--- config.mk ---
export PLATFORM = sky130hd
export DESIGN_NAME = conf_bridge
export DESIGN_NICKNAME = d
export VERILOG_FILES = /design/src/rtl/conf_bridge_pkg.sv /design/src/rtl/conf_bridge.sv
export SDC_FILE = /design/constraint.sdc
export NUM_CORES = 1
export LEC_CHECK = 0
export ABC_AREA = 0
export BUFFER_PORTS_ARGS = -buffer_cell sky130_fd_sc_hd__buf_4
export CAP_MARGIN = 20
export CELL_PAD_IN_SITES_DETAIL_PLACEMENT = 1
export CELL_PAD_IN_SITES_GLOBAL_PLACEMENT = 2
export CORE_ASPECT_RATIO = 1.2
export CORE_MARGIN = 3
export CORE_UTILIZATION = 30
export CTS_BUF_LIST = sky130_fd_sc_hd__clkbuf_4 sky130_fd_sc_hd__clkbuf_8
export CTS_CLUSTER_SIZE = 25
export DETAILED_ROUTE_END_ITERATION = 16
export PLACE_DENSITY_LB_ADDON = 0.1
export SYNTH_ARGS = -nofsm -noshare
export SYNTH_HDL_FRONTEND = slang
export SYNTH_SLANG_ARGS = --single-unit
--- constraint.sdc ---
create_clock -name clk -period 4.1 [get_ports clk]
set_input_delay 0.205 -clock clk [delete_from_list [all_inputs] [get_ports clk]]
set_output_delay 0.205 -clock clk [all_outputs]
set_load 0.01 [all_outputs]
--- src/rtl/conf_bridge_pkg.sv ---
// conf_bridge_pkg: shared types and constants for the configuration-register bridge.
package conf_bridge_pkg;

  typedef enum logic [1:0] {
    IDLE  = 2'd0,
    ISSUE = 2'd1,
    WAIT  = 2'd2,
    RESP  = 2'd3
  } conf_bridge_state_t;

  localparam int          CONF_OFFSET_W     = 16;
  localparam logic [31:0] CONF_BASE_DEFAULT = 32'h1faf_0000;
  localparam logic [31:0] CONF_MASK_DEFAULT = 32'hffff_0000;

endpackage

--- src/rtl/conf_bridge.sv ---
// conf_bridge: single-outstanding SRAM-like initiator for the board config-register port.
// Accepts one request, issues a one-cycle conf_en strobe with the 16-bit offset, waits
// READ_LATENCY cycles for read data, then presents the response until it is taken.
// Optional macro CONF_BRIDGE_RANGE_CHECK_EN: requests outside BASE_ADDR/ADDR_MASK are
// answered with resp_err=1 and never reach the register port.
module conf_bridge
  import conf_bridge_pkg::*;
#(
  parameter logic [31:0] BASE_ADDR    = CONF_BASE_DEFAULT,
  parameter logic [31:0] ADDR_MASK    = CONF_MASK_DEFAULT,
  parameter int          READ_LATENCY = 1
) (
  input  logic        clk,
  input  logic        rst,
  input  logic        req_valid,
  output logic        req_ready,
  input  logic [31:0] req_addr,
  input  logic [3:0]  req_wstrb,
  input  logic [31:0] req_wdata,
  output logic        resp_valid,
  input  logic        resp_ready,
  output logic [31:0] resp_rdata,
  output logic        resp_err,
  output logic        conf_en,
  output logic [3:0]  conf_wen,
  output logic [31:0] conf_addr,
  output logic [31:0] conf_wdata,
  input  logic [31:0] conf_rdata
);

  // Counter load value: WAIT lasts READ_LATENCY cycles, ending on the count of zero.
  localparam logic [1:0] LAT_LOAD = 2'(READ_LATENCY - 1);

  conf_bridge_state_t state_reg;
  logic [1:0]         lat_cnt_reg;
  logic [3:0]         wstrb_reg;
  logic               out_of_range;

`ifdef CONF_BRIDGE_RANGE_CHECK_EN
  assign out_of_range = (req_addr & ADDR_MASK) != BASE_ADDR;
`else
  // Upper address bits and the window parameters are intentionally ignored here.
  logic unused_window;
  assign unused_window = ^{req_addr[31:CONF_OFFSET_W], BASE_ADDR, ADDR_MASK};
  assign out_of_range  = 1'b0;
`endif

  // Only IDLE takes a request; depends on state alone, never on resp_ready.
  assign req_ready = (state_reg == IDLE);

  // Transaction FSM with registered bus and response outputs.
  always_ff @(posedge clk or posedge rst) begin
    if (rst) begin
      state_reg   <= IDLE;
      lat_cnt_reg <= 2'd0;
      wstrb_reg   <= 4'd0;
      conf_en     <= 1'b0;
      conf_wen    <= 4'd0;
      conf_addr   <= 32'd0;
      conf_wdata  <= 32'd0;
      resp_valid  <= 1'b0;
      resp_rdata  <= 32'd0;
      resp_err    <= 1'b0;
    end else begin
      case (state_reg)
        IDLE: begin
          if (req_valid) begin
            wstrb_reg  <= req_wstrb;
            conf_addr  <= {{(32 - CONF_OFFSET_W){1'b0}}, req_addr[CONF_OFFSET_W-1:0]};
            conf_wdata <= req_wdata;
            if (out_of_range) begin
              // Rejected request: answer straight away, the register port stays quiet.
              resp_valid <= 1'b1;
              resp_err   <= 1'b1;
              resp_rdata <= 32'd0;
              state_reg  <= RESP;
            end else begin
              conf_en   <= 1'b1;
              conf_wen  <= req_wstrb;
              state_reg <= ISSUE;
            end
          end
        end
        ISSUE: begin
          conf_en  <= 1'b0;
          conf_wen <= 4'd0;
          if (wstrb_reg != 4'd0) begin
            resp_valid <= 1'b1;
            resp_rdata <= 32'd0;
            resp_err   <= 1'b0;
            state_reg  <= RESP;
          end else begin
            lat_cnt_reg <= LAT_LOAD;
            state_reg   <= WAIT;
          end
        end
        WAIT: begin
          if (lat_cnt_reg == 2'd0) begin
            resp_valid <= 1'b1;
            resp_rdata <= conf_rdata;
            resp_err   <= 1'b0;
            state_reg  <= RESP;
          end else begin
            lat_cnt_reg <= lat_cnt_reg - 2'd1;
          end
        end
        RESP: begin
          if (resp_ready) begin
            resp_valid <= 1'b0;
            resp_err   <= 1'b0;
            state_reg  <= IDLE;
          end
        end
        default: state_reg <= IDLE;
      endcase
    end
  end

endmodule

==> results.cfg, run 1 <==
[flow_run]
max_cap_viol_count = 0

[synth]
synth_fa_ha_area_share_pct = 1.52
synth_xor_area_share_pct = 0
synth-main-ff-cell = dfrtp_1
syn-mean-instance-area_um2 = 12.4
synthArstFlopShare_pct = 100
synthCells = 330
synth.area.mux_share_pct = 22.3
synth_edf_count = 0
synth_compound_area_share_pct = 3.23
synth_top_family_by_area = multiplexers
yosysWarnings = 0
syn_area_um2 = 4110
yosysUniqueCellTypes = 31
ys_ff_latch = 94
yosys.area_share.simple_pct = 6.49
yosysSeqAreaShare_pct = 57.3

[run_status]
outcome = finished clean

[finish]
stdcell_count = 676
n_antenna_cell = 0
final_cell_mix = buf_4 (178), dfrtp_1 (94), mux2_2 (50), inv_1 (39), nand2_1 (38)
area_delta_synth_final_pct = 39.2
drive_above_1_share_pct = 49.2
regArea_um2 = 2350
multi_input_area_um2 = 1440
nFillCells = 1495
final_common_cell = buf_4
layout.nets = 612
reg_top3 = conf_wdata: 32 flops, resp_rdata: 32 flops, conf_addr: 16 flops

[worst_setup_path]
start_kind = register
setup.worst_path.class = register to register
reg2reg_depth = 5
arrival_ns = 2.62
required_ns = 4.35
cp_max_fo = 57
worstSetupEndpointType = register

[sta]
setup_tns_ns = 0
tightest_slew_ns = 0.890
final_max_slew_viol_count = 0
finalCritPeriodShare_pct = 57.8
finalSetupViolations = 0
max_freq_mhz = 422
maxSlewHeadroom_pct = 40.7
rsz0062_at_grt = false
period_needed_ns = 2.37
fin_skew_ns = 0.0136
hold_violations = 0

[routing]
drtAntennaViolNets = 0
num_vias = 2993
top_layer = met4
first_pass_iters = 4
drc_errors = 0
routed_via_density = 4.43
wl_met1_um = 4050
dr_wl_met3_um = 999
wl_met2_um = 5150
first_iter_violations = 76
routed_wl_um = 10400
wl_per_cell_um = 15.4

[floorplan]
fp.dieH_um = 134
coreArea_um2 = 13300
io_pins = 208
rows = 46
start_util_pct = 30.9
die-area_um2 = 15100
die-width_um = 113

[clock_tree]
cts.reportedPaths.clkPinSlew_ns = 0.10
cts_buffers = 9
post_cts_resized = 0
h-tree-depth = 3
cts_root_buf = clkbuf_8
insertion_delay_ns = 0.37
cts_tree = done
hold_buffers = 0
cts_buffer_depth = 2
clock_sinks = 94
post_cts_buffers = 0

[placement]
gp_congestion = 0.703
placed_cells = 660
port_buffers = 174
hpwl_um = 7530

[global_route]
grt_pass1_vias = 3307
grt-ovfl-total = 0
groute.usage.overall_pct = 13.8
grt_max_degree = 69
grt_pass1_wl_um = 16500
antenna_found_initial = 0

[pwr]
ir_worst_vdd_mv = 0.358
p_per_area_nw_per_um2 = 793
p_leak_nw = 2.85

[worst_hold_path]
hold_class = input port to async pin
==> critical path, cell delays in order (launching register included) <==
cell and delay [ns]:
dfrtp_1 0.42, inv_1 0.13, ha_1 0.46, and2_2 0.23, buf_4 0.57, mux2_2 0.42
==> final timing paths <==
| kind | start | to | slack [ns] |
|---|---|---|---|
| hold reg to reg | lat_cnt_reg[1] | lat_cnt_reg[1] | 0.51 |
| setup reg to reg | state_reg[0] | conf_wdata[29] | 1.73 |
| max in group asynchronous | rst | resp_rdata[21] | 3.15 |
| hold / removal | rst | conf_wdata[7] | 0.004 |
| min in group clk | req_addr[4] | conf_addr[4] | 0.05 |
| setup / recovery | state_reg[0] | conf_wdata[29] | 1.73 |
==> cell usage after synthesis (all sizes together) (2+ instances only) <==
cell type / n / share of area, %
a21oi: 4 / 0.49
inv: 40 / 3.7
clkbuf: 4 / 0.37
mux2i: 33 / 8.0
o21ai: 5 / 0.61
a32o: 2 / 0.49
buf: 28 / 5.1
nor4: 2 / 0.67
nand2: 38 / 3.5
ha: 5 / 1.5
dfrtp: 94 / 57
nor2b: 7 / 1.2
mux2: 52 / 14
nor2: 4 / 0.37
==> final cells by class <==
| type | count | share of cell area, % |
|---|---|---|
| multi-input combinational | 180 | 25.2 |
| clock inverter | 6 | 1.62 |
| timing repair buffer | 178 | 23.4 |
| clock buffer | 10 | 2.30 |
| tap | 168 | 3.68 |
| inverter | 40 | 2.67 |
| sequential | 94 | 41.1 |
==> stage by stage <==
stage	power [mW]	hold WS (ns)	util [%]	worst slack, ns	area [µm²]
after floorplan	2.95	0.340	-	1.45	4170
after global placement	3.84	0.424	41.3	1.76	5490
after detailed placement	3.91	0.431	41.3	1.69	5490
after CTS	4.65	0.0269	43.0	1.67	5720
after global routing	4.87	0.0416	43.0	1.55	5720
final	4.53	0.00426	43.0	1.73	5720
==> cells by family (layout without fill, tap and decap cells) <==
kind of cell | count (synthesis) | after routing
other | 1 | 17
AOI/OAI and AO/OA | 17 | 17
buffers and inverters | 72 | 234
muxes | 85 | 85
DFF | 94 | 94
and+or+nand+nor | 56 | 56
adders and majority gates | 5 | 5
==> power breakdown <==
part / total (mW) / switching, mW / internal, mW
clock network: 0.704 / 0.349 / 0.355
logic: 2.19 / 1.03 / 1.16
registers: 1.64 / 0.258 / 1.38
==> metal layers <==
metal	global-route usage (%)	vias to the layer above
met4	6.01	0
met2	23.1	113
li1	-	1386
met5	0	-
met3	5.32	12
met1	15.5	1482
No activity file was read; power rests on OpenSTA's default activity.
==> inputs of run 2 (changes only) <==
- CORE_UTILIZATION: 30 -> 26
- clock period: 4.1 -> 1.93 ns (I/O delays scaled with it)
==> run 2 against run 1 <==
Net effect: die area rose by 15%; wire length grew 17%; register-to-register slack got worse by 1.6 ns; first-iteration DRC count is 13% higher; non-clock buffer count is 91 higher; power grew 120%; sequential power increased by 110%; critical path depth increased by 1; final cell count is 19% higher; via count grew 11%; worst setup slack got worse by 1.6 ns; critical endpoint is now resp_rdata[23]; highest routed layer unchanged.
==> results.cfg, run 2 (synthesis gave the netlist of run 1 again) <==
[worst_setup_path]
max_stage_delay_ns = 0.39
required_ns = 2.21
critPathBufInv = 3
cpMostUsedCell = inv_1
r2r_setup_slack_ns = 0.17
slowest_stage = dfrtp_1
arrival_ns = 2.05
worstSetupEndpointType = register
crit_chain = inv_1 -> ha_1 -> inv_1 -> a211oi_4 -> buf_12 -> mux2i_1
regToRegEndpoint = resp_rdata[23]
cp_max_fo = 32
start_kind = register
timing.rr.start = state_reg[0]
setup.worst_path.class = register to register
reg2reg_depth = 6
cp_top_family = buffers and inverters

[worst_hold_path]
hold_class = input port to register
whs_endpoint = conf_wen[1]
min-delay-start = req_valid
hold_depth = 4

[finish]
layout.nets = 703
drive_above_1_share_pct = 42.7
reg_top3 = conf_wdata: 32 flops, resp_rdata: 32 flops, conf_addr: 16 flops
final_common_cell = buf_4
stdcell_count = 803
n_antenna_cell = 0
final_cell_mix = buf_4 (181), dfrtp_1 (94), dlygate4sd3_1 (85), mux2_2 (50), inv_1 (39)
nFillCells = 1723
area_delta_synth_final_pct = 62.6
finish.utilization_pct = 43.9
design_area_um2 = 6680

[sta]
hold_slack_ns = 0.0744
maxSlewHeadroom_pct = 62.7
tightest_slew_ns = 0.553
max_freq_mhz = 567
final_max_slew_viol_count = 0
hold_violations = 0
setup_tns_ns = 0
finalCritPeriodShare_pct = 91.3
rsz0062_at_grt = false
fin_ws_ns = 0.167
fin_skew_ns = 0.0152
finalSetupViolations = 0
period_needed_ns = 1.76

[clock_tree]
cts_buffers = 9
cts_buffer_depth = 2
hold_buffers = 85
cts.reportedPaths.clkPinSlew_ns = 0.10
post_cts_buffers = 0
h-tree-depth = 3
post_cts_resized = 0
cts_root_buf = clkbuf_8
insertion_delay_ns = 0.37
cts_tree = done
clock_sinks = 94

[placement]
hpwl_um = 8540
gp_congestion = 0.717
placed_cells = 702
placed_cell_area_um2 = 5620
dpl_worst_slack_ns = 0.164
port_buffers = 174

[pwr]
p_leak_nw = 3.24
p_per_area_nw_per_um2 = 1480
ir_worst_vdd_mv = 0.809
total_power_mw = 9.87

[routing]
routed_wl_um = 12200
num_vias = 3335
first_pass_iters = 4
routed_via_density = 4.15
drtAntennaViolNets = 0
first_iter_violations = 86
drc_errors = 0
wl_per_cell_um = 15.2

[global_route]
grt_pass1_vias = 3805
grt_max_degree = 44
groute.usage.overall_pct = 14.5
grt_pass1_wl_um = 19500
grt-ovfl-total = 0
antenna_found_initial = 0

[floorplan]
start_util_pct = 27.0
rows = 49
io_pins = 208
die-width_um = 121
die-area_um2 = 17300
fp.dieH_um = 144
coreArea_um2 = 15200

[flow_run]
max_cap_viol_count = 0

[run_status]
outcome = finished clean
run 2: cell types whose count changed in the layout (fill, tap and decap cells not counted):
cell / before / now
inv_8: 0 / 1
bufinv_16: 2 / 1
buf_12: 0 / 3
inv_4: 1 / 0
clkinv_4: 0 / 1
dlygate4sd3_1: 0 / 85
buf_4: 178 / 181
run 2: worst register-to-register path, stage by stage (launching register included):
cell	delay, ns
dfrtp_1	0.39
inv_1	0.11
ha_1	0.36
inv_1	0.10
a211oi_4	0.20
buf_12	0.29
mux2i_1	0.24
run 2: worst max-delay path by stage:
stage / cells past startpoint / end / from / slack, ns
3_5_place_dp: 6 / resp_rdata[11] / state_reg[1] / 0.16
2_1_floorplan: 7 / conf_addr[10] / state_reg[0] / 0.06
5_1_grt: 6 / resp_rdata[11] / state_reg[1] / 0.05
3_3_place_gp: 6 / resp_rdata[26] / state_reg[1] / 0.20
6_report: 6 / resp_rdata[23] / state_reg[0] / 0.17
4_1_cts: 6 / resp_rdata[11] / state_reg[0] / 0.14
run 2: where the power goes:
part	internal, mW	switching [mW]	leakage, nW
registers	2.93	0.566	1.17
clock network	0.635	0.752	0.103
logic	2.67	2.31	1.96
total	6.24	3.63	3.24
run 2: per-layer routing:
layer  GRT usage (%)  wire, µm
met1            15.2      4580
met2            26.8      6520
met3            4.25       836
met4            6.21       259
met5               0         0
run 2: cell type report:
type,count,area [µm²],area share [%]
clock inverter,6,75.1,1.12
sequential,94,2350,35.2
multi-input combinational,180,1440,21.6
tap,204,255,3.82
inverter,40,154,2.30
clock buffer,10,131,1.97
timing repair buffer,269,2270,34.0
==> inputs of run 3 (changes only) <==
- CORE_UTILIZATION: 26 -> 30
- clock period: 1.93 -> 2.1 ns (I/O delays scaled with it)
==> run 3 against run 2 <==
Net effect: sequential power decreased by 8.3%; first-iteration DRC count is 10% lower; count of clock-buffer cells in the layout shrank 1; clock power is 23% lower; highest routed layer unchanged; final cell count down 5.4%; critical path depth unchanged; global-route usage increased by 0.53 points; clock skew is 0.0048 ns lower; core utilization rose by 5.2 points; maximum frequency is 0.35% higher; worst setup slack gained 0.18 ns; via count is 1.3% lower.
==> results.cfg, run 3 (synthesis gave the netlist of run 1 again) <==
[clock_tree]
cts_root_buf = clkbuf_8
insertion_delay_ns = 0.36
cts_buffer_depth = 2
cts_tree = done
h-tree-depth = 3
cts_buffers = 9
clock_sinks = 94
post_cts_buffers = 0
cts.reportedPaths.clkPinSlew_ns = 0.10

[routing]
routed_wl_um = 11300
wl_per_cell_um = 14.9
top_layer = met4
num_vias = 3293
drtAntennaViolNets = 0
wl_met2_um = 5990
drc_errors = 0
first_iter_violations = 77
dr_wl_met3_um = 774
first_pass_iters = 4
routed_via_density = 4.33
wl_met1_um = 4380

[sta]
tightest_slew_ns = 0.580
final_max_slew_viol_count = 0
period_needed_ns = 1.76
fin_skew_ns = 0.0104
maxSlewHeadroom_pct = 61.2
setup_tns_ns = 0
max_freq_mhz = 569
hold_violations = 0
finalCritPeriodShare_pct = 83.7
hold_slack_ns = 0.0195
rsz0062_at_grt = false
finalSetupViolations = 0
fin_ws_ns = 0.343

[worst_hold_path]
hold_depth = 3
hold_class = input port to register
min-delay-start = conf_rdata[9]
whs_endpoint = resp_rdata[9]

[placement]
placed_cells = 663
gp_congestion = 0.736
placed_cell_area_um2 = 5560
hpwl_um = 7610
dpl_worst_slack_ns = 0.311
port_buffers = 174

[worst_setup_path]
timing.rr.start = state_reg[1]
start_kind = register
arrival_ns = 2.03
cp_max_fo = 32
cp_top_family = buffers and inverters
r2r_setup_slack_ns = 0.34
crit_chain = inv_1 -> ha_1 -> inv_1 -> a211oi_4 -> buf_12 -> mux2i_1
setup.worst_path.class = register to register
cpMostUsedCell = inv_1
critPathBufInv = 3
reg2reg_depth = 6
worstSetupEndpointType = register
required_ns = 2.38
max_stage_delay_ns = 0.41
slowest_stage = dfrtp_1
regToRegEndpoint = resp_rdata[28]

[global_route]
antenna_found_initial = 0
groute.usage.overall_pct = 15.0
grt_pass1_wl_um = 18300
grt-ovfl-total = 0
grt_pass1_vias = 3695
grt_max_degree = 58

[finish]
n_antenna_cell = 0
reg_top3 = conf_wdata: 32 flops, resp_rdata: 32 flops, conf_addr: 16 flops
finish.utilization_pct = 49.2
layout.nets = 697
area_delta_synth_final_pct = 59.2
design_area_um2 = 6540
final_cell_mix = buf_4 (178), dfrtp_1 (94), dlygate4sd3_1 (82), mux2_2 (50), inv_1 (39)
drive_above_1_share_pct = 42.6
stdcell_count = 760
final_common_cell = buf_4

[floorplan]
io_pins = 208
die-width_um = 113
coreArea_um2 = 13300
die-area_um2 = 15100
start_util_pct = 30.9
fp.dieH_um = 134
rows = 46

[pwr]
total_power_mw = 8.77
p_leak_nw = 3.19
p_per_area_nw_per_um2 = 1340
ir_worst_vdd_mv = 0.767

[run_status]
outcome = finished clean

[flow_run]
max_cap_viol_count = 0
==> run 3: where the power goes <==
group / total, mW / internal, mW / switching, mW
registers: 3.21 / 2.70 / 0.515
logic: 4.49 / 2.43 / 2.06
clock network: 1.07 / 0.422 / 0.646
==> run 3: how the worst max path moves through the flow <==
| stage | from | to | slack, ns | cells past startpoint |
|---|---|---|---|---|
| after global placement | state_reg[1] | resp_rdata[28] | 0.40 | 6 |
| after detailed placement | state_reg[1] | resp_rdata[28] | 0.31 | 5 |
| after CTS | state_reg[1] | resp_rdata[28] | 0.30 | 5 |
| after global routing | state_reg[1] | resp_rdata[20] | 0.19 | 5 |
| final | state_reg[1] | resp_rdata[28] | 0.34 | 6 |
| after floorplan | state_reg[0] | conf_addr[10] | 0.23 | 7 |
==> run 3: metal layers <==
metal  global-route usage, %  vias up
met5                       0        -
met4                    4.68        0
met3                    4.38       12
met2                    26.7      108
met1                    17.3     1620
li1                        -     1553
==> run 3: repair_timing <==
action                                 CTS  global route
hold buffers                            82             0
endpoints found under the hold margin  104             0
gates resized for setup                  0             0
==> run 3: final cells by class <==
type | instances | area, µm²
Sequential cell | 94 | 2350
Tap cell | 168 | 210
Clock inverter | 6 | 38.8
Multi-Input combinational cell | 180 | 1440
Fill cell | 1424 | 6760
Timing Repair Buffer | 263 | 2220
Clock buffer | 9 | 124
Inverter | 40 | 154
==> run 3: worst reg2reg max path: stages (launching register included) <==
cell and delay (ns):
dfrtp_1 0.41, inv_1 0.10, ha_1 0.34, inv_1 0.10, a211oi_4 0.20, buf_12 0.28
mux2i_1 0.27
